<file path="config.mk">
export PLATFORM = sky130hd
export DESIGN_NAME = ps2_key_release
export DESIGN_NICKNAME = d
export VERILOG_FILES = /design/src/rtl/ps2_key_release.sv
export SDC_FILE = /design/constraint.sdc
export NUM_CORES = 1
export LEC_CHECK = 0
export ABC_AREA = 1
export BUFFER_PORTS_ARGS = -buffer_cell sky130_fd_sc_hd__buf_4
export CORE_UTILIZATION = 45
export CTS_CLUSTER_SIZE = 40
export DETAILED_ROUTE_END_ITERATION = 10
export PLACE_DENSITY = 0.65
export SLEW_MARGIN = 20
export SYNTH_ARGS = -nofsm -noshare
export SYNTH_HDL_FRONTEND = slang
export SYNTH_SLANG_ARGS = --single-unit
</file>
<file path="constraint.sdc">
create_clock -name clk -period 2.5 [get_ports clk]
set_input_delay 0.25 -clock clk [delete_from_list [all_inputs] [get_ports clk]]
set_output_delay 0.25 -clock clk [all_outputs]
set_load 0.01 [all_outputs]
</file>
<file path="src/rtl/ps2_key_release.sv">
// ps2_key_release
//   Receives the raw PS/2 keyboard stream, assembles 11-bit frames into bytes
//   and tracks make / break (F0) / extended (E0) prefixes. Each completed key
//   release is reported as a scancode with a one-cycle ready pulse. Key-held
//   status (key_down / held_code) is exposed for menu and difficulty logic.
//
//   Optional feature macro: PS2_PARITY_CHECK_EN
//     defined   - bit 9 must be odd parity over the data; bad frames are dropped
//     undefined - bit 9 is sampled and ignored
//
// Parameters:
//   TIMEOUT_CYCLES - idle clk cycles mid-frame before the frame is abandoned
//   SYNC_STAGES    - synchronizer depth on ps2_clk / ps2_data (2..3)
//
// Ports:
//   clk       in   system clock
//   reset     in   synchronous active-high reset
//   ps2_clk   in   asynchronous PS/2 clock from the connector
//   ps2_data  in   asynchronous PS/2 data from the connector
//   scancode  out  code of the most recently released key
//   ready     out  one-cycle pulse, a release completed
//   extended  out  released key carried an E0 prefix
//   key_down  out  a make code was received with no matching break since
//   held_code out  last make code received
//   frame_err out  one-cycle pulse on a discarded frame
module ps2_key_release #(
  parameter int TIMEOUT_CYCLES = 50000,
  parameter int SYNC_STAGES    = 2
) (
  input  logic       clk,
  input  logic       reset,
  input  logic       ps2_clk,
  input  logic       ps2_data,
  output logic [7:0] scancode,
  output logic       ready,
  output logic       extended,
  output logic       key_down,
  output logic [7:0] held_code,
  output logic       frame_err
);

  localparam int              WD_W     = $clog2(TIMEOUT_CYCLES + 1);
  localparam logic [WD_W-1:0] WD_LIMIT = WD_W'(TIMEOUT_CYCLES);
  localparam logic [7:0]      CODE_EXT = 8'hE0;
  localparam logic [7:0]      CODE_BRK = 8'hF0;

  // Odd parity holds when the data plus the parity bit contain an odd count of ones.
  function automatic logic odd_parity_ok(input logic [7:0] data, input logic par);
    return ^{par, data};
  endfunction

  typedef enum logic [1:0] {
    IDLE = 2'd0,
    EXT  = 2'd1,
    BRK  = 2'd2
  } state_t;

  // ---------------------------------------------------------------------------
  // Input conditioning
  // ---------------------------------------------------------------------------
  logic [SYNC_STAGES-1:0] ps2_clk_sync_r;
  logic [SYNC_STAGES-1:0] ps2_data_sync_r;
  logic                   clk_hist_r;
  logic                   ps2_clk_s;
  logic                   ps2_data_s;
  logic                   fall_s;

  // Synchronizer chains; idle-high so a reset never fakes a clock fall.
  always_ff @(posedge clk) begin
    if (reset) begin
      ps2_clk_sync_r  <= {SYNC_STAGES{1'b1}};
      ps2_data_sync_r <= {SYNC_STAGES{1'b1}};
      clk_hist_r      <= 1'b1;
    end else begin
      ps2_clk_sync_r  <= {ps2_clk_sync_r[SYNC_STAGES-2:0], ps2_clk};
      ps2_data_sync_r <= {ps2_data_sync_r[SYNC_STAGES-2:0], ps2_data};
      clk_hist_r      <= ps2_clk_s;
    end
  end

  assign ps2_clk_s  = ps2_clk_sync_r[SYNC_STAGES-1];
  assign ps2_data_s = ps2_data_sync_r[SYNC_STAGES-1];
  assign fall_s     = clk_hist_r & ~ps2_clk_s;

  // ---------------------------------------------------------------------------
  // Frame receiver and watchdog
  // ---------------------------------------------------------------------------
  logic [3:0]      bit_cnt_r;
  logic [7:0]      shift_r;
  logic [WD_W-1:0] wd_r;
  logic            byte_valid_r;
  logic            frame_err_r;
  logic            frame_ok_s;

`ifdef PS2_PARITY_CHECK_EN
  logic parity_r;

  // Captures the parity bit so it can be checked against the data at stop time.
  always_ff @(posedge clk) begin
    if (reset) begin
      parity_r <= 1'b0;
    end else if (fall_s && (bit_cnt_r == 4'd9)) begin
      parity_r <= ps2_data_s;
    end
  end

  assign frame_ok_s = ps2_data_s & odd_parity_ok(shift_r, parity_r);
`else
  assign frame_ok_s = ps2_data_s;
`endif

  // Bit counter, data shift register, watchdog and the per-frame result pulses.
  always_ff @(posedge clk) begin
    if (reset) begin
      bit_cnt_r    <= 4'd0;
      shift_r      <= 8'h00;
      wd_r         <= '0;
      byte_valid_r <= 1'b0;
      frame_err_r  <= 1'b0;
    end else begin
      byte_valid_r <= 1'b0;
      frame_err_r  <= 1'b0;
      if (fall_s) begin
        // A fall always clears the watchdog, so a stop bit beats a timeout.
        wd_r <= '0;
        case (bit_cnt_r)
          4'd0: begin
            if (!ps2_data_s) begin
              bit_cnt_r <= 4'd1;
            end
          end
          4'd1, 4'd2, 4'd3, 4'd4, 4'd5, 4'd6, 4'd7, 4'd8: begin
            shift_r   <= {ps2_data_s, shift_r[7:1]};
            bit_cnt_r <= bit_cnt_r + 4'd1;
          end
          4'd9: begin
            bit_cnt_r <= 4'd10;
          end
          4'd10: begin
            bit_cnt_r <= 4'd0;
            if (frame_ok_s) begin
              byte_valid_r <= 1'b1;
            end else begin
              frame_err_r <= 1'b1;
            end
          end
          default: begin
            bit_cnt_r <= 4'd0;
          end
        endcase
      end else if (bit_cnt_r != 4'd0) begin
        if (wd_r == WD_LIMIT) begin
          bit_cnt_r   <= 4'd0;
          wd_r        <= '0;
          frame_err_r <= 1'b1;
        end else begin
          wd_r <= wd_r + 1'b1;
        end
      end else begin
        wd_r <= '0;
      end
    end
  end

  // ---------------------------------------------------------------------------
  // Prefix FSM
  // ---------------------------------------------------------------------------
  state_t     state_r, state_s;
  logic       ext_r, ext_s;
  logic [7:0] scancode_r, scancode_s;
  logic       ready_r, ready_s;
  logic       extended_r, extended_s;
  logic       key_down_r, key_down_s;
  logic [7:0] held_code_r, held_code_s;

  // State and output registers for the prefix tracker.
  always_ff @(posedge clk) begin
    if (reset) begin
      state_r     <= IDLE;
      ext_r       <= 1'b0;
      scancode_r  <= 8'h00;
      ready_r     <= 1'b0;
      extended_r  <= 1'b0;
      key_down_r  <= 1'b0;
      held_code_r <= 8'h00;
    end else begin
      state_r     <= state_s;
      ext_r       <= ext_s;
      scancode_r  <= scancode_s;
      ready_r     <= ready_s;
      extended_r  <= extended_s;
      key_down_r  <= key_down_s;
      held_code_r <= held_code_s;
    end
  end

  // Next-state and output decode, advanced only when a good byte arrives.
  always_comb begin
    state_s     = state_r;
    ext_s       = ext_r;
    scancode_s  = scancode_r;
    ready_s     = 1'b0;
    extended_s  = extended_r;
    key_down_s  = key_down_r;
    held_code_s = held_code_r;
    if (byte_valid_r) begin
      case (state_r)
        IDLE: begin
          if (shift_r == CODE_EXT) begin
            state_s = EXT;
          end else if (shift_r == CODE_BRK) begin
            state_s = BRK;
            ext_s   = 1'b0;
          end else begin
            held_code_s = shift_r;
            key_down_s  = 1'b1;
          end
        end
        EXT: begin
          if (shift_r == CODE_BRK) begin
            state_s = BRK;
            ext_s   = 1'b1;
          end else if (shift_r == CODE_EXT) begin
            state_s = EXT;
          end else begin
            held_code_s = shift_r;
            key_down_s  = 1'b1;
            state_s     = IDLE;
          end
        end
        BRK: begin
          if ((shift_r == CODE_EXT) || (shift_r == CODE_BRK)) begin
            state_s = BRK;
          end else begin
            scancode_s = shift_r;
            extended_s = ext_r;
            ready_s    = 1'b1;
            state_s    = IDLE;
            // Releasing some other key leaves the held key's status alone.
            if (shift_r == held_code_r) begin
              key_down_s = 1'b0;
            end else begin
              key_down_s = key_down_r;
            end
          end
        end
        default: begin
          state_s = IDLE;
        end
      endcase
    end else begin
      state_s = state_r;
    end
  end

  assign scancode  = scancode_r;
  assign ready     = ready_r;
  assign extended  = extended_r;
  assign key_down  = key_down_r;
  assign held_code = held_code_r;
  assign frame_err = frame_err_r;

endmodule

</file>
==> impl_metrics.env <==
export IMPL_status="finished, final reports clean"
export IMPL_htree_levels=3
export IMPL_drc=0
export IMPL_fmax_mhz=584
export IMPL_setup_tns_ps=0
export IMPL_via_count=2433
export IMPL_grt_overflow_total=0
export IMPL_syn_avg_cell_area_um2=7.09
export IMPL_rsz0062_at_grt="false"
export IMPL_drtIter0Drc=121
export IMPL_ys_types=32
export IMPL_clk_latency_ps=340
export IMPL_cp_end_kind="register"
export IMPL_vdd_ir_drop_max_v=0.000333
export IMPL_wl_mm=5.79
export IMPL_drive_gt1_share_pct=17.6
export IMPL_hold_buffers=0
export IMPL_r2r_end="shift_r[5]"
export IMPL_path_class="reg -> reg"
export IMPL_min_path_type="in -> reg"
export IMPL_dieArea_um2=6450
export IMPL_clockBufferDepth=2
export IMPL_start_util_pct=46.6
export IMPL_antenna_found_initial=0
export IMPL_clockRootBuffer="clkbuf_8"
export IMPL_fp_dieW_um=80.3
export IMPL_synth_warnings=0
export IMPL_routedWlPerCell_um=11.7
export IMPL_power_density_nw_per_um2=570
export IMPL_rows=28
export IMPL_mappedNetlistArea_um2=2760
export IMPL_dpl_hpwl_mm=4.12
export IMPL_crit_path_end="shift_r[5]"
export IMPL_p_comb_share_pct=1.4
export IMPL_fin_area_um2=3180
export IMPL_reg2reg_depth=9
export IMPL_seq_power_share_pct=50.4
export IMPL_clock_skew_ps=9.89
export IMPL_min_period_over_period_pct=68.5
export IMPL_place_area_um2=2980
export IMPL_gp_congestion=0.843
export IMPL_netlist_instances=389
export IMPL_slew_violations=0
export IMPL_finalHoldViolations=0
export IMPL_p_leak_nw=1.27
export IMPL_switching_share_pct=21.2
export IMPL_final_common_cell="nand2_1"
export IMPL_slew_headroom_pct=57.8
export IMPL_ys_ff_latch=57
export IMPL_cts_tree="yes"
export IMPL_cap_violations=0
export IMPL_clock_power_share_pct=48.2
export IMPL_die_h_um=80.3
export IMPL_drtAntennaViolNets=0
export IMPL_tightest_slew_ps=633
export IMPL_intPower_mw=1.43
export IMPL_syn_num_nets=399
export IMPL_final_cell_mix="nand2_1, nor2_1, dfxtp_1"
export IMPL_firstDrtPassIters=4
export IMPL_diodes=0
export IMPL_cp_max_fo=16
export IMPL_p_sw_uw=384
export IMPL_area_growth_pct=15.2
export IMPL_core_area_um2=5920
export IMPL_grt_max_degree=25
export IMPL_reg2reg_from="bit_cnt_r[1]"
export IMPL_grt_pass1_wl_mm=9.89
export IMPL_crit_arrival_ps=1970
export IMPL_io_pins=24
export IMPL_period_needed_ps=1710
export IMPL_grt_total_usage_pct=20.3
export IMPL_yosysSeqAreaShare_pct=41.4
export IMPL_cts_setup_buffers=0
export IMPL_cts_resized=0
export IMPL_nFillCells=610
export IMPL_regToRegSetupSlack_ps=790
export IMPL_grt_pass1_vias=2166
export IMPL_cts_made_buffers=9
export IMPL_port_buffers=23
export IMPL_worstSetupStartpoint="bit_cnt_r[1]"
export IMPL_setup_viol=0
export IMPL_required_ps=2760
export IMPL_drt_vias_per_instance=4.92
export IMPL_clock_sinks=57
export IMPL_nNetsFinal=426
export IMPL_path_clk_slew_ps=60
export IMPL_startpoint_type="register"
[routing by layer]
metal  track usage [%]  share of wire (%)
met4              9.82                1.8
met2              33.3                 47
met1              24.3                 47
met5                 0                  0
met3              5.45                4.1
[registers in the layout (all words and copies together) (netlist names)]
register / count
state_r: 2
byte_valid_r: 1
clk_hist_r: 1
frame_err: 1
ps2_clk_sync_r: 2
key_down: 1
ext_r: 1
ready: 1
wd_r: 16
extended: 1
shift_r: 8
bit_cnt_r: 4
scancode: 8
held_code: 8
ps2_data_sync_r: 2
[worst min-delay path by stage]
stage	startpoint	end	slack (ps)	depth (start not counted)
floorplan	ps2_clk	ps2_clk_sync_r[0]	350	1
global placement	ps2_clk_sync_r[0]	ps2_clk_sync_r[1]	390	1
detailed placement	ps2_data_sync_r[0]	ps2_data_sync_r[1]	400	1
CTS	ps2_clk	ps2_clk_sync_r[0]	80	2
global route	ps2_clk	ps2_clk_sync_r[0]	90	2
finish	ps2_clk	ps2_clk_sync_r[0]	100	2
[Yosys cell counts]
library cell   n  area share (%)
nand4_1        7             1.6
o21ai_1        3            0.54
buf_4          2            0.54
o21ai_0       19             3.4
inv_2          8             1.1
buf_1          1            0.14
or2_2          7             1.6
inv_1         37             5.0
xor2_1         5             1.6
a21oi_2        5             1.6
nor2_1        58             7.9
ha_1           6             2.7
clkbuf_1       3            0.41
xnor2_1        3            0.95
or3_1          1            0.23
a211oi_2       2            0.91
nand2_1       84              11
a21oi_4        1            0.59
a21oi_1       25             4.5
nor3_2         1            0.36
nor2_4         2            0.82
and3_1         1            0.23
or2_0          1            0.23
nor3_1         2            0.36
dfxtp_1       57              41
nor3_4         1            0.59
clkinv_1       2            0.27
nor4_1         1            0.23
o31ai_1        1            0.27
buf_6          1            0.41
nand3_1       32             5.8
nor2_2        10             2.3
[cell families (layout without fill, tap and decap cells)]
logic type | count (synthesis) | after routing | synth area share, %
flip-flops | 57 | 57 | 41.4
AND/OR/NAND/NOR | 208 | 208 | 33.6
buffers and inverters | 54 | 85 | 7.89
adder cells (fa/ha/maj) | 6 | 6 | 2.72
XOR/XNOR | 8 | 8 | 2.54
AO/OA/AOI/OAI | 56 | 56 | 11.9
[worst max-delay path: stages (launching register included)]
cell     delay [ps]
dfxtp_1         400
inv_1            90
ha_1            200
nor2_1           90
nand2_1          60
nand2_1          50
nand2_1          90
nand2_1         340
o21ai_0         150
a21oi_1         170
[per-stage QoR]
stage | power, mW | worst slack, ps | hold WS, ps | utilization (%) | instances
5_1_grt | 1.87 | 533 | 87.4 | 53.7 | 495
4_1_cts | 1.84 | 759 | 80.4 | 53.7 | 495
6_report | 1.81 | 787 | 95.9 | 53.7 | 495
3_5_place_dp | 0.960 | 796 | 395 | 50.4 | 480
3_3_place_gp | 0.959 | 888 | 394 | 50.4 | 480
2_1_floorplan | 0.952 | 1060 | 354 | - | 389
[layout make-up]
class                           count  area (um2)  share of cell area, %
Clock buffer                       12         155                   4.88
Clock inverter                      3        40.0                   1.26
Inverter                           47         176                   5.55
Multi-Input combinational cell    278        1400                   44.0
Sequential cell                    57        1140                   35.9
Tap cell                           75        93.8                   2.95
Timing Repair Buffer               23         173                   5.43
[power by group through the flow]
stage,combinational (mW),sequential [mW],clock [mW]
2_1_floorplan,0.0196,0.933,0
3_3_place_gp,0.0260,0.933,0
3_5_place_dp,0.0264,0.933,0
4_1_cts,0.0265,0.913,0.898
5_1_grt,0.0299,0.912,0.932
6_report,0.0262,0.913,0.872
Power figures use the tool's default switching activity.
